File: config.mk
export PLATFORM = sky130hd
export DESIGN_NAME = regfile
export DESIGN_NICKNAME = d
export VERILOG_FILES = /design/src/rtl/rv32i_pkg.sv /design/src/rtl/regfile.sv
export SDC_FILE = /design/constraint.sdc
export NUM_CORES = 2
export LEC_CHECK = 0
export CAP_MARGIN = 20
export CORE_MARGIN = 1
export CORE_UTILIZATION = 40
export DETAILED_ROUTE_END_ITERATION = 8
export GPL_TIMING_DRIVEN = 0
export SLEW_MARGIN = 15
export SYNTH_ARGS = -nofsm -noshare
export SYNTH_HDL_FRONTEND = slang
export SYNTH_SLANG_ARGS = --single-unit
File: constraint.sdc
create_clock -name i_clk -period 7.5 [get_ports i_clk]
set_clock_uncertainty 0.15 [all_clocks]
set_input_delay 1.125 -clock i_clk [delete_from_list [all_inputs] [get_ports i_clk]]
set_output_delay 1.125 -clock i_clk [all_outputs]
set_load 0.02 [all_outputs]
File: src/rtl/rv32i_pkg.sv
// Shared RV32I core definitions: architectural sizes used by the register
// file and the ALU, plus small helpers for register-index handling.
package rv32i_pkg;

  localparam int XLEN       = 32;
  localparam int REG_N      = 32;
  localparam int REG_ADDR_W = 5;

  typedef logic [REG_ADDR_W-1:0] reg_addr_t;
  typedef logic [XLEN-1:0]       xlen_word_t;

  // ALU operation select, shared with the ALU that consumes the read ports.
  typedef enum logic [3:0] {
    ALU_ADD  = 4'd0,
    ALU_SUB  = 4'd1,
    ALU_SLL  = 4'd2,
    ALU_SLT  = 4'd3,
    ALU_SLTU = 4'd4,
    ALU_XOR  = 4'd5,
    ALU_SRL  = 4'd6,
    ALU_SRA  = 4'd7,
    ALU_OR   = 4'd8,
    ALU_AND  = 4'd9
  } alu_op_t;

  // x0 is hardwired to zero; any read or write naming it is special-cased.
  function automatic logic is_x0(input reg_addr_t addr);
    return (addr == '0);
  endfunction

endpackage

File: src/rtl/regfile.sv
// RV32I integer register file: two combinational read ports, one write port,
// a registered debug read port, a per-register "written since reset" bitmap
// and a running count of committed writes.
module regfile #(
  parameter int XLEN  = rv32i_pkg::XLEN,
  parameter int REG_N = rv32i_pkg::REG_N
) (
  input  logic                           i_clk,
  input  logic                           i_rst,
  input  logic [rv32i_pkg::REG_ADDR_W-1:0] i_rs1_addr,
  input  logic [rv32i_pkg::REG_ADDR_W-1:0] i_rs2_addr,
  output logic [XLEN-1:0]                o_rs1_data,
  output logic [XLEN-1:0]                o_rs2_data,
  input  logic                           i_rd_wren,
  input  logic [rv32i_pkg::REG_ADDR_W-1:0] i_rd_addr,
  input  logic [XLEN-1:0]                i_rd_data,
  input  logic [rv32i_pkg::REG_ADDR_W-1:0] i_dbg_addr,
  output logic [XLEN-1:0]                o_dbg_data,
  output logic [REG_N-1:0]               o_written,
  output logic [31:0]                    o_wr_count
);

  import rv32i_pkg::*;

  // Indices beyond REG_N (only possible with a reduced REG_N) behave like x0.
  function automatic logic in_range(input reg_addr_t addr);
    return (int'(addr) < REG_N);
  endfunction

  logic [XLEN-1:0]  regs [REG_N];
  logic [REG_N-1:1] written;
  logic [31:0]      wr_count;
  logic [XLEN-1:0]  dbg_data;
  logic [XLEN-1:0]  dbg_read;
  logic             wr_commit;

  // A write only counts when enabled and aimed at a real register; reset
  // priority is applied in the sequential blocks below.
  always_comb begin
    wr_commit = 1'b0;
    if (i_rd_wren && !is_x0(i_rd_addr) && in_range(i_rd_addr)) begin
      wr_commit = 1'b1;
    end
  end

  // Read port 1: straight from storage, no bypass from the write port.
  always_comb begin
    o_rs1_data = '0;
    if (!is_x0(i_rs1_addr) && in_range(i_rs1_addr)) begin
      o_rs1_data = regs[i_rs1_addr];
    end
  end

  // Read port 2: identical to port 1 but fully independent.
  always_comb begin
    o_rs2_data = '0;
    if (!is_x0(i_rs2_addr) && in_range(i_rs2_addr)) begin
      o_rs2_data = regs[i_rs2_addr];
    end
  end

  // Debug read value presented to the debug register (pre-write contents).
  always_comb begin
    dbg_read = '0;
    if (!is_x0(i_dbg_addr) && in_range(i_dbg_addr)) begin
      dbg_read = regs[i_dbg_addr];
    end
  end

  // Register storage: reset clears everything and wins over a same-edge write.
  always_ff @(posedge i_clk) begin
    if (i_rst) begin
      for (int k = 0; k < REG_N; k++) begin
        regs[k] <= '0;
      end
    end else if (wr_commit) begin
      regs[i_rd_addr] <= i_rd_data;
    end
  end

  // Sticky per-register written flags; bit 0 is not stored at all.
  always_ff @(posedge i_clk) begin
    if (i_rst) begin
      written <= '0;
    end else if (wr_commit) begin
      written[i_rd_addr] <= 1'b1;
    end
  end

  // Committed-write counter, free-running with natural 32-bit wrap.
  always_ff @(posedge i_clk) begin
    if (i_rst) begin
      wr_count <= '0;
    end else if (wr_commit) begin
      wr_count <= wr_count + 32'd1;
    end
  end

  // Debug port samples the old register contents every edge.
  always_ff @(posedge i_clk) begin
    if (i_rst) begin
      dbg_data <= '0;
    end else begin
      dbg_data <= dbg_read;
    end
  end

  assign o_written  = {written, 1'b0};
  assign o_wr_count = wr_count;
  assign o_dbg_data = dbg_data;

endmodule

### Yosys cells after proc, flatten, opt, wreduce, memory -nomap -nowiden

Memories as Yosys holds them, arrays and structs flattened. A register that Yosys moved wholly into a read port is not among the register bits.
Index checks and enable logic that the tools add are counted.

* logic and storage cells: 29
* input bits: 55
* bits in read-only memories: 0
* output and inout port bits: 160
* flip-flop bits (word level): 63
* memories: 1
* bits in writable memories: 1024
* bits in latches: 0

* add/sub/neg operators: 1
* div/mod/pow operators: 0
* $lt $le $gt $ge: 2
* multiply operators: 0
* equal/unequal tests: 0
* shifts and indexed selects: 0
* muxes and demuxes: 13
* reductions and logical operators: 9
* bitwise operators: 1

Memory list
* regs: words 32, width 32, rd ports 3, clocked after memory_dff 1, write ports 32, line regfile.sv:30 `logic [XLEN-1:0] regs [REG_N];`

Operator list (number)
* $mux 32: 3
* $add 32x1->32 const B: 1
* $reduce_or 32->1: 1
* $or 31x31->31: 1
* $logic_not 5->1: 4
* $mux 1: 8
* $lt 5x6->1 const B: 1
* $demux 1 s5: 1
* $ge 5x1->1 const B: 1
* $mux 5: 1
* $logic_and 1x1->1: 2
* $reduce_or 2->1: 1
* $logic_not 1->1: 1

### Logic depth before layout (Yosys ltp)

* depth in word-level cells: 9
* depth in mapped cells: 9
* depth with buffers taken out: 4

### Worst setup path after synthesis

No wires, ideal clock.

* path kind: input -> register
* start: input port i_rd_addr[4] (netlist name)
* end: memory regs[12][0] (enable)
* setup time: 0.466 ns
* required time: 6.884 ns
* arrival time: 4.085 ns
* buffers on the path: 2
* cell stages on the path: 5
* slack: 2.799 ns
* cells stage by stage: or3_1 clkbuf_1 nand4_1 clkbuf_1 o21ai_0

RTL lines
* start: declaration: line regfile.sv:15 `input logic [rv32i_pkg::REG_ADDR_W-1:0] i_rd_addr,`
* end: declaration: line regfile.sv:30

### Final worst setup path

* start: input port i_rs2_addr[0] (netlist name)
* end: output port o_rs2_data[15]

* word-level cells in the longest chain between the ends: 2
* elaborated cells between the ends (all ways): 3
* those cells by class: mux (1); reduce/logical (1); memory (1)

RTL lines
* start: declaration: line regfile.sv:11 `input logic [rv32i_pkg::REG_ADDR_W-1:0] i_rs2_addr,`
* $mem_v2 32x32 / $logic_not 5->1 (equally long branches)
* $mux 32 *: line regfile.sv:57 `if (!is_x0(i_rs2_addr) && in_range(i_rs2_addr)) begin`
* end: declaration: line regfile.sv:13 `output logic [XLEN-1:0] o_rs2_data,`

Mark *: on every way between the ends. The rest lies on a longest branch, timed or not.

==> reports/qor.csv <==
metric;value;unit
rsz0062_at_grt;false;
finalSetupTns;-0.09748;ns
die_h;408.8;µm
drive_gt1_share;24.02;%
worstMarginPinSlew;1.431;ns
fmax;131.9;MHz
htreeDepth;4;
grt_pass1_vias;47600;
ff2ff_setup_slack;4.93;ns
cp.arrival;6.30;ns
grt_pass1_wl;410300;µm
gp_congestion;1.081;
area_growth;17.80;%
layout_setup_ws;-0.07978;ns
numPortBuffers;206;
cts_tree;done;
ant_nets;0;
numPlacedInstances;7102;
timing.final.crit_share;101.1;%
cp_max_fo;10;
synth_top_cells_by_area;edfxtp_1 (46%), mux4_2 (21%), and2_1 (9.4%), mux2i_1 (5.9%), dfxtp_1 (2.9%);
std_cell_rows;148;
syn_avg_cell_area;14.37;µm²
yosysTopAreaCell;edfxtp_1;
synth.top_cell.area_share;46.46;%
vias;50190;
reg2reg_depth;6;
peakVddDrop;0.2676;mV
power_density;219.4;nW/µm²
grt_overflow_total;0;
setup_viol;2;
nets;5133;
dp_slack;-0.2366;ns
timing.rr.start;o_wr_count[3];
clk_path_buf_depth;3;
synthTopCellsByCount;edfxtp_1 (1024), and2_1 (999), mux4_2 (628), mux2i_1 (387), clkbuf_1 (333);
synth_edf_count;1024;
antenna_found_initial;18;
maxCapViolations;0;
ys_seq_area_share;49.33;%
final_cells;7376;
clk_latency;0.84;ns
cp-start-kind;primary input;
cts.clk_slew.worst_paths;0.06;ns
synth_area;66180;µm²
path_class;primary input to output port;
cp-startpoint;i_rs2_addr[0];
post-route-drc-count;0;
cts_buffers;136;
r2r-end;o_wr_count[26];
p_leak;0.02733;µW
synth_cell_types;57;
hold_viol;0;
fillers;14130;
initial_core_util;40.48;%
first_iter_violations;9076;
fin_crit;7.580;ns
synth_most_common_cell;edfxtp_1;
worst_ep_required_time;6.22;ns
vias_per_cell;6.804;
drt_wl_total;309800;µm
die-area;167100;µm²
core_area;163500;µm²
wl_per_cell;42.00;µm
ys_warn_count;0;
endpoint_kind;output port;
holdBufCountCts;0;
grt_max_degree;31;
async_reset_ff_share;0;%
holdCritPathClass;flop to flop;
status;finished, violations left;
violations;setup timing;
drv_slew;0;
synth_seq_cells;1119;
register_area;32650;µm²
synthCells;4606;
clkSinkCount;1119;
final_core_util;47.68;%
drtPass1Iterations;6;
grtUsageTotal;36.52;%
ios;215;
synth-main-ff-cell;edfxtp_1;
die_w;408.8;µm
critPathCapture;o_rs2_data[15];
cts_root_buf;clkbuf_16;
hpwl;232000;µm
slew_headroom;4.613;%
multi_input_comb_area;31630;µm²
[layer usage]
metal,GRT usage [%],wire (µm)
met3,13.11,44840
met5,0.1149,46
met2,50.43,126600
met4,26.10,26180
met1,47.28,112200
[sequential cells by signal, indices dropped and copies added, names as in the netlist]
| name | flops |
|---|---|
| o_wr_count | 32 |
| regs | 1024 |
| written | 31 |
| o_dbg_data | 32 |
[how the worst min path moves through the flow]
stage	from	end	cells after the start
after detailed placement	written[1]	written[1]	1
after CTS	written[28]	written[28]	1
after global placement	written[28]	written[28]	1
final	written[28]	written[28]	1
after floorplan	o_wr_count[13]	o_wr_count[13]	2
after global routing	written[11]	written[11]	1
[layout by cell type, fill, tap and decap left out, types with 27 or more instances in the layout]
cell type	instances
mux2_2	88
o21ai_4	31
edfxtp_1	1024
o221ai_1	27
clkbuf_1	347
buf_4	35
nand2_1	33
a22oi_1	140
o21ai_0	58
nor2b_1	64
buf_6	50
clkdlybuf4s50_1	206
buf_16	51
o22a_1	27
conb_1	33
dfxtp_1	95
mux2i_1	387
a21o_1	31
o311a_1	37
clkinv_2	30
and2_1	999
a211oi_1	37
clkbuf_16	137
a21oi_1	65
buf_2	93
nor2_1	96
nand3_1	28
mux4_2	628
[logic make-up (layout without fill, tap and decap cells)]
| kind of cell | after synthesis | in the layout | synth area share [%] |
|---|---|---|---|
| flops | 1119 | 1119 | 49.33 |
| mux | 1103 | 1103 | 28.72 |
| compound gates | 558 | 558 | 6.335 |
| xor+xnor | 2 | 2 | 0.02647 |
| other cells | 1 | 46 | 0.005666 |
| buf+inv | 514 | 1064 | 3.683 |
| fa+ha+maj | 1 | 1 | 0.01890 |
| simple gates | 1308 | 1308 | 11.88 |
[per-stage QoR]
step	total power, µW	area [µm²]	hold slack (ns)
after floorplan	8991	66300	0.4093
after global placement	10280	71090	0.2843
after detailed placement	10400	73360	0.2913
after CTS	16960	77770	0.3046
after global routing	17350	77930	0.3148
final	17110	77970	0.3012
[layout make-up]
class / count / share of cell area, %
Antenna cell: 13 / 0.04172
Buffer: 510 / 3.134
Clock buffer: 169 / 4.628
Clock inverter: 80 / 1.009
Inverter: 4 / 0.01926
Multi-Input combinational cell: 3005 / 40.56
Sequential cell: 1119 / 41.88
Tap cell: 2175 / 3.490
Timing Repair Buffer: 301 / 5.235
[worst max-delay path, cell delays in order]
cell	delay (ns)
clkdlybuf4s50_1	0.71
buf_4	0.38
buf_4	0.40
nor2b_2	0.57
clkbuf_1	0.69
a22oi_1	0.41
o311a_1	0.33
a2111oi_2	0.85
clkdlybuf4s50_1	0.77
[repair_timing]
action | CTS | global route
buffers inserted | 0 | 0
gates resized for setup | 3 | 1
endpoints found under the setup margin | 3 | 1
[power breakdown]
part           total [µW]  switching [µW]  internal [µW]
Clock                6690            2900           3790
Combinational        3010            1810           1200
Sequential           7400             254           7150
Power figures use the tool's default switching activity.
